`src/rtl/inst_cache_pkg.sv`:
```
// Shared types and geometry helpers for the direct-mapped instruction cache.
package inst_cache_pkg;

    typedef enum logic [1:0] {IDLE, REFILL, UPDATE} state_t;

    localparam int BLOCK_WORDS = 4;
    localparam int OFFSET_W    = 2;
    localparam int ADDR_W      = 32;
    localparam int WORD_W      = 32;

    function automatic int index_w(input int lines);
        return $clog2(lines);
    endfunction

    // Tag is whatever remains above index, word offset and byte offset.
    function automatic int tag_w(input int lines);
        return ADDR_W - $clog2(lines) - OFFSET_W - 2;
    endfunction

endpackage

```
`src/rtl/inst_cache_if.sv`:
```
// Fetch-side and refill-memory signals of the instruction cache, bundled as one bus.
interface inst_cache_if
    import inst_cache_pkg::*;
#(
    parameter int CNT_W = 16
);
    logic [ADDR_W-1:0] inst_adr;
    logic [WORD_W-1:0] inst;
    logic              stall;
    logic              mem_req;
    logic [ADDR_W-1:0] mem_adr;
    logic [WORD_W-1:0] mem_rdata;
    logic              mem_ready;
    logic [CNT_W-1:0]  hit_count;
    logic [CNT_W-1:0]  miss_count;

    modport master (
        output inst_adr, mem_rdata, mem_ready,
        input  inst, stall, mem_req, mem_adr, hit_count, miss_count
    );

    modport slave (
        input  inst_adr, mem_rdata, mem_ready,
        output inst, stall, mem_req, mem_adr, hit_count, miss_count
    );
endinterface

```
`src/rtl/icache_array.sv`:
```
// Tag/valid/data storage: combinational read of one line, whole-line synchronous write.
module icache_array
    import inst_cache_pkg::*;
#(
    parameter int LINES = 32,
    parameter int IDX_W = index_w(LINES),
    parameter int TAG_W = tag_w(LINES)
)
(
    input  logic                                clk,
    input  logic                                rst,
    input  logic [IDX_W-1:0]                    rd_index,
    output logic                                rd_valid,
    output logic [TAG_W-1:0]                    rd_tag,
    output logic [BLOCK_WORDS-1:0][WORD_W-1:0]  rd_data,
    input  logic                                wr_en,
    input  logic [IDX_W-1:0]                    wr_index,
    input  logic [TAG_W-1:0]                    wr_tag,
    input  logic [BLOCK_WORDS-1:0][WORD_W-1:0]  wr_data
);
    logic [LINES-1:0] valid_q;
    logic [LINES-1:0] valid_d;
    logic [TAG_W-1:0] tag_mem_q [LINES];

    always_comb begin
        valid_d = valid_q;
        if (wr_en) begin
            valid_d[wr_index] = 1'b1;
        end
    end

    // Only valid bits are cleared; stale tags/data are harmless behind valid=0.
    always_ff @(posedge clk or posedge rst) begin
        if (rst) begin
            valid_q <= '0;
        end else begin
            valid_q <= valid_d;
        end
    end

    always_ff @(posedge clk) begin
        if (wr_en) begin
            tag_mem_q[wr_index] <= wr_tag;
        end
    end

    genvar gi;
    generate
        for (gi = 0; gi < BLOCK_WORDS; gi++) begin : g_word
            logic [WORD_W-1:0] word_mem_q [LINES];

            always_ff @(posedge clk) begin
                if (wr_en) begin
                    word_mem_q[wr_index] <= wr_data[gi];
                end
            end

            assign rd_data[gi] = word_mem_q[rd_index];
        end
    endgenerate

    assign rd_valid = valid_q[rd_index];
    assign rd_tag   = tag_mem_q[rd_index];

endmodule

```
`src/rtl/inst_cache.sv`:
```
// Direct-mapped read-only instruction cache: zero-latency hits, 4-beat in-order block refill.
module inst_cache
    import inst_cache_pkg::*;
#(
    parameter int LINES = 32,
    parameter int CNT_W = 16
)
(
    input  logic          clk,
    input  logic          rst,
    inst_cache_if.slave   bus
);
    localparam int IDX_W   = index_w(LINES);
    localparam int TAG_W   = tag_w(LINES);
    localparam int IDX_LSB = OFFSET_W + 2;
    localparam logic [CNT_W-1:0]    CNT_MAX   = '1;
    localparam logic [OFFSET_W-1:0] LAST_BEAT = OFFSET_W'(BLOCK_WORDS - 1);

    state_t                               state_q, state_d;
    logic [TAG_W-1:0]                     tag_q, tag_d;
    logic [IDX_W-1:0]                     idx_q, idx_d;
    logic [OFFSET_W-1:0]                  beat_q, beat_d;
    logic [BLOCK_WORDS-1:0][WORD_W-1:0]   buf_q, buf_d;
    logic                                 mem_req_q, mem_req_d;
    logic [ADDR_W-1:0]                    mem_adr_q, mem_adr_d;
    logic [CNT_W-1:0]                     hit_cnt_q, hit_cnt_d;
    logic [CNT_W-1:0]                     miss_cnt_q, miss_cnt_d;

    logic [TAG_W-1:0]                     fetch_tag;
    logic [IDX_W-1:0]                     fetch_idx;
    logic [OFFSET_W-1:0]                  fetch_off;
    logic [1:0]                           unused_byte_off;

    logic                                 rd_valid;
    logic [TAG_W-1:0]                     rd_tag;
    logic [BLOCK_WORDS-1:0][WORD_W-1:0]   rd_data;
    logic                                 hit;
    logic                                 wr_en;

    assign fetch_tag       = bus.inst_adr[ADDR_W-1:IDX_LSB+IDX_W];
    assign fetch_idx       = bus.inst_adr[IDX_LSB+IDX_W-1:IDX_LSB];
    assign fetch_off       = bus.inst_adr[IDX_LSB-1:2];
    assign unused_byte_off = bus.inst_adr[1:0];

    icache_array #(
        .LINES (LINES)
    ) u_array (
        .clk      (clk),
        .rst      (rst),
        .rd_index (fetch_idx),
        .rd_valid (rd_valid),
        .rd_tag   (rd_tag),
        .rd_data  (rd_data),
        .wr_en    (wr_en),
        .wr_index (idx_q),
        .wr_tag   (tag_q),
        .wr_data  (buf_q)
    );

    assign hit   = (state_q == IDLE) && rd_valid && (rd_tag == fetch_tag);
    assign wr_en = (state_q == UPDATE);

    always_comb begin
        state_d    = state_q;
        tag_d      = tag_q;
        idx_d      = idx_q;
        beat_d     = beat_q;
        buf_d      = buf_q;
        mem_req_d  = mem_req_q;
        mem_adr_d  = mem_adr_q;
        hit_cnt_d  = hit_cnt_q;
        miss_cnt_d = miss_cnt_q;
        unique case (state_q)
            IDLE: begin
                if (hit) begin
                    if (hit_cnt_q != CNT_MAX) begin
                        hit_cnt_d = hit_cnt_q + 1'b1;
                    end
                end else begin
                    tag_d     = fetch_tag;
                    idx_d     = fetch_idx;
                    beat_d    = '0;
                    mem_req_d = 1'b1;
                    mem_adr_d = {fetch_tag, fetch_idx, {OFFSET_W{1'b0}}, 2'b00};
                    state_d   = REFILL;
                    if (miss_cnt_q != CNT_MAX) begin
                        miss_cnt_d = miss_cnt_q + 1'b1;
                    end
                end
            end
            REFILL: begin
                // mem_req/mem_adr only move on an accepted beat, so they hold during wait states.
                if (bus.mem_ready) begin
                    buf_d[beat_q] = bus.mem_rdata;
                    beat_d        = beat_q + 1'b1;
                    mem_adr_d     = {tag_q, idx_q, beat_d, 2'b00};
                    if (beat_q == LAST_BEAT) begin
                        mem_req_d = 1'b0;
                        state_d   = UPDATE;
                    end
                end
            end
            UPDATE: begin
                state_d = IDLE;
            end
            default: begin
                state_d = IDLE;
            end
        endcase
    end

    always_ff @(posedge clk or posedge rst) begin
        if (rst) begin
            state_q    <= IDLE;
            tag_q      <= '0;
            idx_q      <= '0;
            beat_q     <= '0;
            buf_q      <= '0;
            mem_req_q  <= 1'b0;
            mem_adr_q  <= '0;
            hit_cnt_q  <= '0;
            miss_cnt_q <= '0;
        end else begin
            state_q    <= state_d;
            tag_q      <= tag_d;
            idx_q      <= idx_d;
            beat_q     <= beat_d;
            buf_q      <= buf_d;
            mem_req_q  <= mem_req_d;
            mem_adr_q  <= mem_adr_d;
            hit_cnt_q  <= hit_cnt_d;
            miss_cnt_q <= miss_cnt_d;
        end
    end

    assign bus.inst       = rd_data[fetch_off];
    assign bus.stall      = !hit;
    assign bus.mem_req    = mem_req_q;
    assign bus.mem_adr    = mem_adr_q;
    assign bus.hit_count  = hit_cnt_q;
    assign bus.miss_count = miss_cnt_q;

endmodule

```
`src/flat_wrapper.sv`:
```
// flat-port wrapper written by rule: the top's interface ports become plain ports
module inst_cache_flat import inst_cache_pkg::*;
#(
    parameter int LINES = 32,
    parameter int CNT_W = 16
)
  (clk, rst, bus_inst_adr, bus_mem_rdata, bus_mem_ready, bus_inst, bus_stall, bus_mem_req, bus_mem_adr, bus_hit_count, bus_miss_count);
  inst_cache_if #(.CNT_W(CNT_W)) bus_i ();
  input  logic clk;
  input  logic rst;
  input wire logic [$bits(bus_i.inst_adr)-1:0] bus_inst_adr;
  input wire logic [$bits(bus_i.mem_rdata)-1:0] bus_mem_rdata;
  input wire logic [$bits(bus_i.mem_ready)-1:0] bus_mem_ready;
  output wire logic [$bits(bus_i.inst)-1:0] bus_inst;
  output wire logic [$bits(bus_i.stall)-1:0] bus_stall;
  output wire logic [$bits(bus_i.mem_req)-1:0] bus_mem_req;
  output wire logic [$bits(bus_i.mem_adr)-1:0] bus_mem_adr;
  output wire logic [$bits(bus_i.hit_count)-1:0] bus_hit_count;
  output wire logic [$bits(bus_i.miss_count)-1:0] bus_miss_count;
  assign bus_i.inst_adr = bus_inst_adr;
  assign bus_i.mem_rdata = bus_mem_rdata;
  assign bus_i.mem_ready = bus_mem_ready;
  assign bus_inst = bus_i.inst;
  assign bus_stall = bus_i.stall;
  assign bus_mem_req = bus_i.mem_req;
  assign bus_mem_adr = bus_i.mem_adr;
  assign bus_hit_count = bus_i.hit_count;
  assign bus_miss_count = bus_i.miss_count;
  inst_cache #(.LINES(LINES), .CNT_W(CNT_W)) u_core (.clk(clk), .rst(rst), .bus(bus_i));
endmodule
```
`config.mk`:
```
export PLATFORM = sky130hd
export DESIGN_NAME = inst_cache_flat
export DESIGN_NICKNAME = d
export VERILOG_FILES = /design/src/rtl/inst_cache_pkg.sv /design/src/rtl/inst_cache_if.sv /design/src/rtl/icache_array.sv /design/src/rtl/inst_cache.sv /design/src/flat_wrapper.sv
export SDC_FILE = /design/constraint.sdc
export NUM_CORES = 2
export LEC_CHECK = 0
export ABC_CLOCK_PERIOD_IN_PS = 12500
export BUFFER_PORTS_ARGS = -buffer_cell sky130_fd_sc_hd__clkbuf_2
export CORE_UTILIZATION = 37
export DETAILED_ROUTE_END_ITERATION = 8
export PLACE_DENSITY_LB_ADDON = 0.1
export SYNTH_ARGS = -nofsm -noshare
export SYNTH_HDL_FRONTEND = slang
export SYNTH_MEMORY_MAX_BITS = 65536
export SYNTH_SLANG_ARGS = --single-unit
```
`constraint.sdc`:
```
create_clock -name clk -period 12.5 [get_ports clk]
set_input_delay 1.875 -clock clk [delete_from_list [all_inputs] [get_ports clk]]
set_output_delay 1.875 -clock clk [all_outputs]
set_load 0.02 [all_outputs]
```
==> impl_results.md <==
- Clock Pin Slew Worst Setup and Hold Paths: ~60 ps
- Max Clock Freq: 115.8 MHz
- Worst path required time: roughly 11000 ps
- Initial antenna violation count: 46
- Final nets: ~8500
- Register area share after synthesis: between 70 and 80%
- Slack of the worst reg-to-reg path: about 7400 ps
- Compound-cell area share of the yosys netlist: less than 1%
- Seq pwr share: a little under three fifths
- HP Class: register to register
- Clock sinks: approximately 5100
- Worst setup SP type: primary input
- Combinational share of power: 5.4%
- FF-to-FF Start: u_core.u_array.tag_mem_q[13][18]$_DFFE_PP_
- Status: completed
- Maximum clock insertion buffer count: 4
- Syn. warnings: 0
- DRT Wirelength: around 570 mm
- Crit path DAT: just under 7000 ps
- Clock power share: about two fifths
- Crit path max fanout: 77
- RSZ-0062 raised after global routing: no
- Peak supply drop: between 0.1 and 0.15 mV
- CTS tree: built
- Final hold vios: 0
- Syn avg cell area: roughly 24 µm²
- Sw Pwr: just over 10 mW
- Crit path capture type: output port
- Total power: 41.75 mW
- Leakage: approximately 70 nW
- Top Ports: 165
- Clk_skew: between 50 and 60 ps
- DR DRC count: 0
- Post-cts sizing count: 0
- Post-Syn Area: roughly 0.19 mm²
- Most frequent cells in the layout: edfxtp_1, mux4_2, clkbuf_16
- Most common cell after layout, fill and taps aside: edfxtp_1
- Crit path to: bus_inst[0]
- Overall global routing resource usage: a little over a fifth
- Worst skew pair latency: between 1000 and 1500 ps
- Slew @ Worst Pin: roughly 1400 ps
- Minimum clock period: around 8600 ps
- Slew headroom: between 8 and 9%
- H-tree depth: 6
- Switching Fraction: between 20% and 30%
- # Max-Cap Violations: 0
- Post-synthesis simple-gate area fraction: roughly 1%
- Fin. max-slew vios: 0
- DR vias: 89472
- Largest family of logic cells by synthesized area: multiplexers
- Vias in the first global route: roughly 94000
- Post-CTS setup buffers: 0
- CTS root buffer: clkbuf_16
- # setup viols final: 0
- CTS Buf Count: around 560
- Post-Synth Adder-Cell Area: less than 1%
- Final HPWL DP: about 270 mm
- Die height: between 700 and 800 µm
- P per Cell Area: ~190 mW/mm²
- Core area: about 0.52 mm²
- Pre-CTS setup slack: 3745 ps
- Critical Setup Path Class: primary input to output port
- GR Overflow Total: 0
- Wirelength per Cell: ~36 µm
- Post-Synth XOR/XNOR Area: less than 1%
- Cell Rows: between 200 and 300
- Die Wd: 725.7 µm
- Count of cell types in the netlist: 61
- Async SR Flop Fraction: 4.975%
- Hold Buf Count CTS: 0
- Top_reg_cell synth: edfxtp_1
- P&R area growth vs syn: 14.26%
- Die footprint: 0.5267 mm²
- I/O Buffers: 160
- RD Place Congestion: between 0.7 and 0.8
- Worst setup margin: 3863 ps
- Detailed Routing Iterations Pass 1: 6
- Post-synth EDFFs: ~4800
- Final clock period utilization by the worst path: just under 70%
- Crit. Startpoint: bus_inst_adr[4]
- Worst r2r path cells: 13
- First-pass GRT wire length: a little under 800 mm
- Vias per Instance: 5.628
- Layout cells sized above 1: between 30% and 40%
- Mux cell area share after synthesis: 18.87%
- Starting Density: between 30% and 40%
- Post-synthesis register bit count: 5085
- Setup TNS: 0 ps
- Reg-to-reg critical path endpoint: u_core.bus.miss_count[1]$_DFFE_PP0P_
- Starting DRC count in detailed routing: just under 10000
- Internal power: between 30 and 40 mW
- Syn Inst Count: approximately 8000
- Largest net degree at the start of global routing: 131
- ANT nets after route: 0
flip-flops by register name, summed over array words and instances (netlist names):
| register | flops |
|---|---|
| u_core.tag_q | 23 |
| u_core.beat_q | 1 |
| u_core.bus.miss_count | 16 |
| u_core.idx_q | 5 |
| u_core.bus.hit_count | 16 |
| u_core.bus.mem_adr | 29 |
| u_core.buf_q | 128 |
| u_core.state_q | 2 |
| u_core.u_array.g_word.word_mem_q | 4096 |
| u_core.u_array.valid_q | 32 |
| u_core.u_array.tag_mem_q | 736 |
| u_core.bus.mem_req | 1 |
cells in the mapped netlist, types with 3 or more instances:
library cell  instances  area (µm²)
mux2_2              173        1948
and3_1               11       68.82
ha_1                  6       75.07
inv_1                11       41.29
buf_4                23       172.7
dfrtp_1             253        6331
nand3b_1              5       37.54
or2_2                32       200.2
nand2b_1              8       50.05
or3b_2                5       43.79
mux4_2             1489       33530
a211oi_1              3       22.52
buf_2               171       855.8
nand2_1             154       578.1
nor4b_1               5       43.79
nand4_1              16       100.1
and4_1                3       26.28
buf_6                10       112.6
a21oi_1              40       200.2
nor2b_1              18       112.6
xnor2_1              17       148.9
a22oi_1              41       307.8
o22ai_1              47       294.0
buf_1                48       180.2
nor3_1               15       75.07
edfxtp_1           4832      145100
and2_1                6       37.54
a221oi_1              6       52.55
o2111ai_1             4       35.03
clkbuf_1            168       630.6
nor4_1                8       50.05
xor2_1               38       332.8
or3_1                 4       25.02
a31oi_1               8       50.05
mux2i_1             106        1061
nor2_1               83       311.6
nand3_1              33       165.2
a22o_1                6       52.55
o21ai_0              15       75.07
routing by layer:
metal / part of all wire [%] / global-route usage (%)
met1: 43 / 29.84
met4: 2.3 / 4.782
met3: 6.2 / 3.710
met5: 0.021 / 0
met2: 48 / 34.48
metrics by stage:
step	hold slack [ps]	instances	utilization, %	instance area, µm²
after floorplan	433.4	7948	-	193800
after global placement	445.3	14850	39.11	203900
after detailed placement	448.5	14850	39.11	203900
after CTS	464.3	15872	42.47	221400
after global routing	473.2	15874	42.47	221400
final	463.9	15899	42.48	221400
power by group through the flow:
stage | Sequential, mW | Clock, mW | Combinational, mW
2_1_floorplan | 23.0 | 0 | 1.41
3_3_place_gp | 23.6 | 0 | 2.30
3_5_place_dp | 23.9 | 0 | 2.31
4_1_cts | 23.6 | 16.3 | 2.31
5_1_grt | 23.8 | 16.9 | 2.42
6_report | 23.6 | 15.9 | 2.27
worst min-delay path by stage:
| stage | startpoint | to | slack (ps) | cells past startpoint |
|---|---|---|---|---|
| after global placement | u_core.u_array.valid_q[7]$_DFFE_PP0P_ | u_core.u_array.valid_q[7]$_DFFE_PP0P_ | 450 | 1 |
| after detailed placement | u_core.u_array.valid_q[14]$_DFFE_PP0P_ | u_core.u_array.valid_q[14]$_DFFE_PP0P_ | 450 | 1 |
| after floorplan | u_core.u_array.valid_q[14]$_DFFE_PP0P_ | u_core.u_array.valid_q[14]$_DFFE_PP0P_ | 430 | 1 |
| after CTS | u_core.u_array.valid_q[6]$_DFFE_PP0P_ | u_core.u_array.valid_q[6]$_DFFE_PP0P_ | 460 | 1 |
| final | u_core.u_array.valid_q[6]$_DFFE_PP0P_ | u_core.u_array.valid_q[6]$_DFFE_PP0P_ | 460 | 1 |
| after global routing | u_core.u_array.valid_q[8]$_DFFE_PP0P_ | u_core.u_array.valid_q[8]$_DFFE_PP0P_ | 470 | 1 |
cell type report:
class | count | area, µm²
tap | 6942 | 8686
clock inverter | 242 | 2112
clock buffer | 780 | 15390
fill | 44686 | 299800
timing repair buffer | 381 | 3044
multi-input combinational | 2431 | 40650
sequential | 5085 | 151400
antenna | 27 | 67.56
inverter | 11 | 51.30
worst max-delay path, cell delays in order:
cell	delay (ps)
buf_12	480
buf_12	440
buf_4	620
buf_4	680
mux4_2	600
mux4_2	560
mux4_2	500
mux2_2	450
clkbuf_2	220
cell families after synthesis:
group           Yosys count
compound gates          187
xor+xnor                 55
fa+ha+maj                 6
buf+inv                 432
flops                  5085
mux                    1770
other cells               1
simple gates            411
Note: power is estimated with default switching activity, not from simulation.
